===== config.mk =====
export PLATFORM = sky130hd
export DESIGN_NAME = uart_transmit_fifo
export DESIGN_NICKNAME = d
export VERILOG_FILES = /design/src/rtl/uart_transmit_fifo.sv
export SDC_FILE = /design/constraint.sdc
export NUM_CORES = 1
export LEC_CHECK = 0
export BUFFER_PORTS_ARGS = -buffer_cell sky130_fd_sc_hd__buf_2
export CORE_UTILIZATION = 25
export DETAILED_ROUTE_END_ITERATION = 12
export MAX_ROUTING_LAYER = met4
export PLACE_DENSITY_LB_ADDON = 0.3
export REMOVE_ABC_BUFFERS = 1
export SYNTH_ARGS = -nofsm -noshare
export SYNTH_HDL_FRONTEND = slang
export SYNTH_SLANG_ARGS = --single-unit

===== constraint.sdc =====
create_clock -name clk_in -period 3.1 [get_ports clk_in]
set_input_delay 0.465 -clock clk_in [delete_from_list [all_inputs] [get_ports clk_in]]
set_output_delay 0.465 -clock clk_in [all_outputs]
set_load 0.01 [all_outputs]

===== src/rtl/uart_transmit_fifo.sv =====
// UART transmitter with an input FIFO: configurable data width, parity and stop bits.
// Frames leave back-to-back with no idle gap while the FIFO holds words.
module uart_transmit_fifo #(
    parameter int INPUT_CLOCK_FREQ = 100_000_000,
    parameter int BAUD_RATE        = 115_200,
    parameter int DATA_BITS        = 8,
    parameter int PARITY           = 0,
    parameter int STOP_BITS        = 1,
    parameter int FIFO_DEPTH       = 16
) (
    input  logic                          clk_in,
    input  logic                          rst_in,
    input  logic [DATA_BITS-1:0]          data_in,
    input  logic                          valid_in,
    output logic                          ready_out,
    output logic [$clog2(FIFO_DEPTH):0]   fifo_count_out,
    output logic                          busy_out,
    output logic                          tx_wire_out
);
    localparam int BAUD_DIV = INPUT_CLOCK_FREQ / BAUD_RATE;
    localparam int BAUD_W   = (BAUD_DIV > 1) ? $clog2(BAUD_DIV) : 1;
    localparam int PTR_W    = (FIFO_DEPTH > 1) ? $clog2(FIFO_DEPTH) : 1;
    localparam int CNT_W    = PTR_W + 1;
    localparam int BIT_W    = 4;

    if (BAUD_DIV < 2) begin : g_bad_baud
        $error("uart_transmit_fifo: BAUD_DIV must be >= 2");
    end
    if (DATA_BITS < 5 || DATA_BITS > 9) begin : g_bad_data
        $error("uart_transmit_fifo: DATA_BITS must be 5..9");
    end
    if (PARITY < 0 || PARITY > 2) begin : g_bad_parity
        $error("uart_transmit_fifo: PARITY must be 0, 1 or 2");
    end
    if (STOP_BITS != 1 && STOP_BITS != 2) begin : g_bad_stop
        $error("uart_transmit_fifo: STOP_BITS must be 1 or 2");
    end
    if (FIFO_DEPTH < 2 || (FIFO_DEPTH & (FIFO_DEPTH - 1)) != 0) begin : g_bad_depth
        $error("uart_transmit_fifo: FIFO_DEPTH must be a power of two >= 2");
    end

    typedef enum logic [2:0] {
        S_IDLE,
        S_START,
        S_DATA,
        S_PARITY,
        S_STOP
    } state_t;

    state_t               r_state;
    state_t               w_state_next;
    logic [DATA_BITS-1:0] r_mem [FIFO_DEPTH];
    logic [PTR_W-1:0]     r_wr_ptr;
    logic [PTR_W-1:0]     r_rd_ptr;
    logic [CNT_W-1:0]     r_count;
    logic [CNT_W-1:0]     w_count_next;
    logic [DATA_BITS-1:0] r_shift;
    logic                 r_par;
    logic [BAUD_W-1:0]    r_baud_cnt;
    logic [BIT_W-1:0]     r_bit_cnt;
    logic                 r_tx;
    logic                 r_busy;
    logic                 w_push;
    logic                 w_pop;
    logic                 w_baud_end;
    logic                 w_tx_next;
    logic                 w_shift_en;
    logic                 w_bit_clr;
    logic                 w_bit_inc;
    logic [DATA_BITS-1:0] w_head;

    assign ready_out      = (r_count != CNT_W'(FIFO_DEPTH));
    assign fifo_count_out = r_count;
    assign busy_out       = r_busy;
    assign tx_wire_out    = r_tx;

    assign w_push     = valid_in && ready_out;
    assign w_baud_end = (r_baud_cnt == BAUD_W'(BAUD_DIV - 1));
    assign w_head     = r_mem[r_rd_ptr];

    always_comb begin
        w_state_next = r_state;
        w_pop        = 1'b0;
        w_tx_next    = r_tx;
        w_shift_en   = 1'b0;
        w_bit_clr    = 1'b0;
        w_bit_inc    = 1'b0;
        case (r_state)
            S_IDLE: begin
                if (r_count != '0) begin
                    w_pop        = 1'b1;
                    w_tx_next    = 1'b0;
                    w_state_next = S_START;
                end
            end
            S_START: begin
                if (w_baud_end) begin
                    w_tx_next    = r_shift[0];
                    w_shift_en   = 1'b1;
                    w_bit_clr    = 1'b1;
                    w_state_next = S_DATA;
                end
            end
            S_DATA: begin
                if (w_baud_end) begin
                    if (r_bit_cnt == BIT_W'(DATA_BITS - 1)) begin
                        w_bit_clr = 1'b1;
                        if (PARITY != 0) begin
                            w_tx_next    = r_par;
                            w_state_next = S_PARITY;
                        end else begin
                            w_tx_next    = 1'b1;
                            w_state_next = S_STOP;
                        end
                    end else begin
                        w_tx_next  = r_shift[0];
                        w_shift_en = 1'b1;
                        w_bit_inc  = 1'b1;
                    end
                end
            end
            S_PARITY: begin
                if (w_baud_end) begin
                    w_tx_next    = 1'b1;
                    w_bit_clr    = 1'b1;
                    w_state_next = S_STOP;
                end
            end
            S_STOP: begin
                if (w_baud_end) begin
                    if (r_bit_cnt == BIT_W'(STOP_BITS - 1)) begin
                        // Next word's start bit follows the last stop cycle directly.
                        if (r_count != '0) begin
                            w_pop        = 1'b1;
                            w_tx_next    = 1'b0;
                            w_state_next = S_START;
                        end else begin
                            w_tx_next    = 1'b1;
                            w_state_next = S_IDLE;
                        end
                    end else begin
                        w_bit_inc = 1'b1;
                    end
                end
            end
            default: begin
                w_tx_next    = 1'b1;
                w_state_next = S_IDLE;
            end
        endcase
    end

    always_comb begin
        case ({w_push, w_pop})
            2'b10:   w_count_next = r_count + CNT_W'(1);
            2'b01:   w_count_next = r_count - CNT_W'(1);
            default: w_count_next = r_count;
        endcase
    end

    always_ff @(posedge clk_in or posedge rst_in) begin
        if (rst_in) begin
            r_state <= S_IDLE;
        end else begin
            r_state <= w_state_next;
        end
    end

    always_ff @(posedge clk_in or posedge rst_in) begin
        if (rst_in) begin
            r_wr_ptr   <= '0;
            r_rd_ptr   <= '0;
            r_count    <= '0;
            r_baud_cnt <= '0;
            r_bit_cnt  <= '0;
            r_tx       <= 1'b1;
            r_busy     <= 1'b0;
        end else begin
            if (w_push) begin
                r_wr_ptr <= r_wr_ptr + PTR_W'(1);
            end
            if (w_pop) begin
                r_rd_ptr <= r_rd_ptr + PTR_W'(1);
            end
            r_count <= w_count_next;
            if (w_pop || w_baud_end || r_state == S_IDLE) begin
                r_baud_cnt <= '0;
            end else begin
                r_baud_cnt <= r_baud_cnt + BAUD_W'(1);
            end
            if (w_bit_clr) begin
                r_bit_cnt <= '0;
            end else if (w_bit_inc) begin
                r_bit_cnt <= r_bit_cnt + BIT_W'(1);
            end
            r_tx   <= w_tx_next;
            r_busy <= (w_state_next != S_IDLE) || (w_count_next != '0);
        end
    end

    // Payload storage carries no reset; only control state is cleared.
    always_ff @(posedge clk_in) begin
        if (w_push) begin
            r_mem[r_wr_ptr] <= data_in;
        end
        if (w_pop) begin
            r_shift <= w_head;
            r_par   <= (PARITY == 2) ? ~^w_head : ^w_head;
        end else if (w_shift_en) begin
            r_shift <= r_shift >> 1;
        end
    end

endmodule

* Word-level counts from Yosys, hierarchy flattened
Memory sizes are Yosys's and may differ from the RTL's.
Cells that the tools add are included.
** Word-level totals
- Memory bits (writable) :: 128
- Output and inout port bits :: 8
- Input port bits :: 11
- Memories :: 1
- Word-level logic and storage cells :: 84
- Flip-flop bits (word level) :: 40
** Memories
- r_mem :: words 16, bits a word 8, rd ports 1, clocked after Yosys merged registers in 0, write ports 1, RTL line 52 : logic [DATA_BITS-1:0] r_mem [FIFO_DEPTH];
** Cells by class
- Reduce and logical (&&, ||, !) cells :: 13
- Equality and inequality tests :: 15
- Mux-type cells :: 40
- Add/subtract/negate cells :: 6
** Operators with widths (number)
- two-way mux 1 bit :: 21
- two-way mux 3 bit :: 7
- two-way mux 8 bit :: 2
- one-hot mux 3 bit (5 select lines) :: 1
- adder 4 x 1 -> 4 bit, second input constant :: 3
- != test 2 bit, second input constant :: 6
- adder 10 x 1 -> 10 bit, second input constant :: 1
- equality test 10 bit, second input constant :: 1
- two-way mux 10 bit :: 1
- one-hot mux 5 bit (2 select lines) :: 1
- nonzero test 5 bit :: 2
- two-way mux 4 bit :: 2
- one-hot mux 1 bit (2 select lines) :: 4
- equality test 3 x 2 -> 1 bit, second input constant :: 2
- AND reduction 6 bit :: 1
- adder 5 x 1 -> 5 bit, second input constant :: 1
- != test 5 bit, second input constant :: 1
- one-hot mux 1 bit (5 select lines) :: 1
- subtractor 5 x 1 -> 5 bit, second input constant :: 1
- equality test 4 x 3 -> 1 bit, second input constant :: 1
- logical NOT 4 bit :: 1
- nonzero test 2 bit :: 2
- equality test 3 x 1 -> 1 bit, second input constant :: 1
- equality test 3 bit, second input constant :: 1
- other kinds (7) :: 9

* Depth between registers and ports, before layout
- Depth in word-level cells :: 9
- Depth in mapped cells :: 15

* Least setup slack after synthesis
No wires, ideal clock.
- Path kind :: reg-to-reg
- Start point :: register r_count[2], in the netlist fifo_count_out[2]
- End point :: register r_busy, in the netlist busy_out
- Buffers on the path :: 2
- Library setup time :: 139 ps
- Arrival time :: 2820 ps
- Path slack :: 142 ps
- Required time :: 2961 ps
- Cell stages (with the launch flop) :: 15
- Cell sequence :: dfrtp_1 -> buf_2 -> or4_4 -> o21ai_4 -> a21o_4 -> inv_2 -> ha_1 -> buf_2 -> xor2_1 -> ha_1 -> a21oi_1 -> mux2i_1 -> xnor2_1 -> nor3_1 -> o2111ai_1
** On the way
- Cells in the longest elaborated chain, start to end :: 9
- Elaborated cells on any way between the ends :: 20
- Classes of those cells :: 2 x add/sub; 3 x eq/ne; 10 x mux; 5 x reduce/logical
** Ends and longest elaborated chain
- from (decl) :: RTL line 55 : logic [CNT_W-1:0] r_count;
- from (signal assigned) :: RTL line 185 : r_count <= w_count_next;
- nonzero test 5 bit :: RTL line 90, 133
- two-way mux 1 bit :: RTL line 90, 133
- two-way mux 1 bit :: RTL line 131 : if (r_bit_cnt == BIT_W'(STOP_BITS - 1)) begin
- two-way mux 1 bit :: RTL line 130 : if (w_baud_end) begin
- one-hot mux 1 bit (2 select lines) :: RTL line 88 : case (r_state)
- equality test 2 x 1 -> 1 bit or equality test 2 bit (tied branches) :: RTL line 154 : case ({w_push, w_pop})
- one-hot mux 5 bit (2 select lines) (*) :: RTL line 154
- named net w_count_next[2] :: RTL line 56 : logic [CNT_W-1:0] w_count_next;
- nonzero test 5 bit (*) :: RTL line 197 : r_busy <= (w_state_next != S_IDLE) || (w_count_next != '0);
- logical OR 1 bit (*) :: RTL line 197
- to (signal assigned) :: RTL line 197
- to (decl) :: RTL line 62 : logic r_busy;
The timed path passes the listed nets; every way through them passes the cells marked *.
A chain may end at the register's enable or synchronous reset.

* Worst setup path after layout
- Start point :: register r_baud_cnt[0]
- End point :: register r_busy, in the netlist busy_out
** On the way
- Cells in the longest elaborated chain, start to end :: 7
- Elaborated cells on any way between the ends :: 14
- Classes of those cells :: 3 x eq/ne; 8 x mux; 3 x reduce/logical
** Ends and longest elaborated chain
- from (decl) :: RTL line 59 : logic [BAUD_W-1:0] r_baud_cnt;
- from (signal assigned) :: RTL line 189 : r_baud_cnt <= r_baud_cnt + BAUD_W'(1);
- equality test 10 bit (*) :: RTL line 78 : assign w_baud_end = (r_baud_cnt == BAUD_W'(BAUD_DIV - 1));
- two-way mux 1 bit (*) :: RTL line 130
- one-hot mux 1 bit (2 select lines) (*) :: RTL line 88
- equality test 2 x 1 -> 1 bit or equality test 2 bit (tied branches) :: RTL line 154
- one-hot mux 5 bit (2 select lines) (*) :: RTL line 154
- named net w_count_next[2] :: RTL line 56
- nonzero test 5 bit (*) :: RTL line 197
- logical OR 1 bit (*) :: RTL line 197
Marks and branches as above.

==> flow_summary.yaml <==
run:
  max-cap-violations: 0
sta:
  fmax_ghz: 0.3486
  hold_viol_final: 0
  tightest_slew_ps: 864.2
  setup_viol: 0
  fin_skew_ps: 16.11
  period_share_pct: 92.55
  slew_headroom_pct: 42.32
  slew_violations: 0
  rsz0062_at_grt: "false"
  tns_ps: 0
  min_period_ps: 2869
floorplan:
  coreArea_um2: 28090
  std_cell_rows: 61
  start_util_pct: 25.64
  io_pins: 19
  die_x_um: 171.7
  dieArea_um2: 29490
  die_y_um: 171.7
synth:
  synth-edff-count: 136
  ys_types: 54
  ys.flop_type: "edfxtp_1"
  avgSynthCellArea_um2: 16.59
  synth-seq-area-share_pct: 67.85
  netlist_instances: 434
  async_reset_ff_share_pct: 19.05
  ys_ff_latch: 168
  yosysWarnings: 0
  syn_area_um2: 7201
worst_setup_path:
  path_class: "flip-flop to flip-flop"
  crit_chain: "ha_1 -> nor3b_4 -> nand4_1 -> a21o_4 -> inv_2 -> ha_1 -> xor2_1 -> ha_1 -> a21oi_2 -> mux2i_1 -> xnor2_1 -> nor3_1 -> o2111ai_1"
  end_kind: "flip-flop"
  cp_data_arrival_time_ps: 3150
  cp_slowest_stage_delay_ps: 400
  required_ps: 3390
  cp_max_fo: 6
  critPathBufInv: 1
  crit_path_start_kind: "flip-flop"
  cp_slowest_cell: "dfrtp_1"
  cpMostUsedCell: "ha_1"
  cp_top_family: "adder cells"
detailed_routing:
  drt_pass1_iterations: 4
  drc: 0
  via_per_inst: 4.445
  drtIter0Drc: 210
  ant_nets: 0
  wl_mm: 14.07
  wl_per_cell_um: 16.22
  via_count: 3854
power_and_ir_drop:
  power_frac_clock_pct: 31.4
  powerDensity_nw_per_um2: 837.3
  power_switching_uw: 2256
  report.power.total_uw: 7110
  vdd_drop_max_mv: 0.3768
  netSwitchingFraction_pct: 31.74
  power_frac_seq_pct: 41.7
  p_leak_uw: 0.002985
  internal_power_uw: 4853
  p_comb_share_pct: 26.9
clock_network:
  ctsResizeCount: 0
  cts-root-buf: "clkbuf_16"
  hold_buffers: 0
  cts_setup_buffers: 0
  ctsLongestPathBuffers: 2
  cts_buffers: 17
  cts_max_level: 4
  cts_tree: "built"
  insertion_delay_ps: 440
  cts.sinks: 168
  path_clk_slew_ps: 70
grt:
  grt_usage_pct: 10.56
  grt_max_degree: 36
  antenna_found_initial: 0
  overflow: 0
  grt_pass1_vias: 3997
  grt_pass1_wl_mm: 22.44
cells_and_area:
  drive_above_1_share_pct: 23.11
  syn2layout_area_growth_pct: 17.91
  nets: 498
  fillers: 2845
  final_cell_mix: "edfxtp_1 (136), nor2_1 (37), dfrtp_1 (30)"
  final_common_cell: "edfxtp_1"
  antenna_cells: 0
hold_path:
  hp-class: "input pin to asynchronous set/reset pin"
run_status:
  status: "completed"
placed_design:
  portBuffers: 18
  hpwlAfterDp_mm: 9.069
  gp_congestion: 0.7141
## metal layers
metal,global-route usage [%],wire length [um],vias to the layer above
met5,-,0,-
met4,4.076,149,0
met3,2.462,434,10
met2,16.90,7104,61
met1,12.91,6378,2007
li1,-,-,1776
## synth_stat cells (3+ instances only)
| cell type | instances | area [um^2] |
|---|---|---|
| edfxtp_1 | 136 | 4084 |
| buf_2 | 4 | 20.02 |
| nand4_1 | 4 | 25.02 |
| nand3_1 | 8 | 40.04 |
| buf_6 | 3 | 33.78 |
| dfrtp_1 | 31 | 775.7 |
| buf_12 | 3 | 60.06 |
| inv_1 | 10 | 37.54 |
| nand2_1 | 20 | 75.07 |
| o21ai_1 | 6 | 30.03 |
| mux4_2 | 19 | 427.9 |
| nand2b_1 | 3 | 18.77 |
| xnor2_1 | 14 | 122.6 |
| ha_1 | 11 | 137.6 |
| o21ai_0 | 6 | 30.03 |
| nor2_1 | 37 | 138.9 |
| nor3_1 | 14 | 70.07 |
| a22o_1 | 8 | 70.07 |
| a221oi_1 | 6 | 52.55 |
| nor3b_1 | 4 | 30.03 |
| mux4_1 | 14 | 367.9 |
| o31ai_1 | 4 | 30.03 |
| a21oi_1 | 9 | 45.04 |
| nor2b_1 | 5 | 31.28 |
| xor2_1 | 8 | 70.07 |
| and2_1 | 3 | 18.77 |
| clkbuf_1 | 11 | 41.29 |
## final cells by class
class | count | area [um^2] | area share, %
clock buffer | 17 | 425.4 | 5.010
clock inverter | 15 | 222.7 | 2.623
inverter | 11 | 41.29 | 0.4863
multi-input combinational | 231 | 2121 | 24.98
sequential | 168 | 4887 | 57.56
tap | 378 | 473.0 | 5.570
timing repair buffer | 47 | 320.3 | 3.772
## metrics by stage
stage / setup slack, ps / utilization (%) / instance area [um^2] / cells / hold WS (ps)
floorplan: 85.93 / - / 7023 / 410 / 455.2
global placement: 230.5 / 27.83 / 7818 / 835 / 465.1
detailed placement: 119.2 / 27.83 / 7818 / 835 / 488.9
CTS: 104.5 / 30.14 / 8466 / 867 / 222.0
global route: 2.576 / 30.23 / 8491 / 867 / 272.7
finish: 231.0 / 30.23 / 8491 / 867 / 205.6
## kinds of logic (layout without fill, tap and decap cells)
| group | count (synthesis) | count (layout) | share of synthesized area, % |
|---|---|---|---|
| xor gates and xnor gates | 22 | 22 | 2.676 |
| DFF | 168 | 168 | 67.85 |
| muxes | 36 | 36 | 11.49 |
| AOI/OAI and AO/OA | 54 | 54 | 5.630 |
| adders and majority gates | 11 | 11 | 1.911 |
| and+or+nand+nor | 108 | 108 | 7.402 |
| buffers and inverters | 35 | 90 | 3.041 |
## flip-flops by register name, summed over array words and instances (netlist names), 3 cells and up
name and flops:
r_mem 128, r_baud_cnt 10, r_shift 8, fifo_count_out 5
r_bit_cnt 4, r_rd_ptr 4, r_wr_ptr 4, r_state 3
## worst register-to-register path, stage by stage, from the launching register on
cell and delay, ps:
dfrtp_1 400, ha_1 230, nor3b_4 220, nand4_1 200, a21o_4 270, inv_2 90
ha_1 190, xor2_1 80, ha_1 230, a21oi_2 130, mux2i_1 220, xnor2_1 110
nor3_1 220, o2111ai_1 150
## power by group through the flow
stage | Sequential, uW | Clock [uW] | Combinational (uW)
after floorplan | 3140 | 0 | 1130
after global placement | 2990 | 0 | 1900
after detailed placement | 3010 | 0 | 1920
after CTS | 2960 | 2300 | 1930
after global routing | 3000 | 2380 | 2090
final | 2970 | 2230 | 1910
## worst paths after layout
kind	from	to	slack, ps	depth (start not counted)
worst max-delay path	r_baud_cnt[0]	busy_out	230	13
worst min register to register	r_baud_cnt[0]	r_baud_cnt[0]	500	1
worst min-delay path	rst_in	fifo_count_out[0]	210	2
worst max register to register	r_baud_cnt[0]	busy_out	230	13
min in group clk_in	data_in[5]	r_mem[5][5]	400	1
max in group asynchronous	rst_in	tx_wire_out	2120	3
Note: power is estimated with default switching activity, not from simulation.
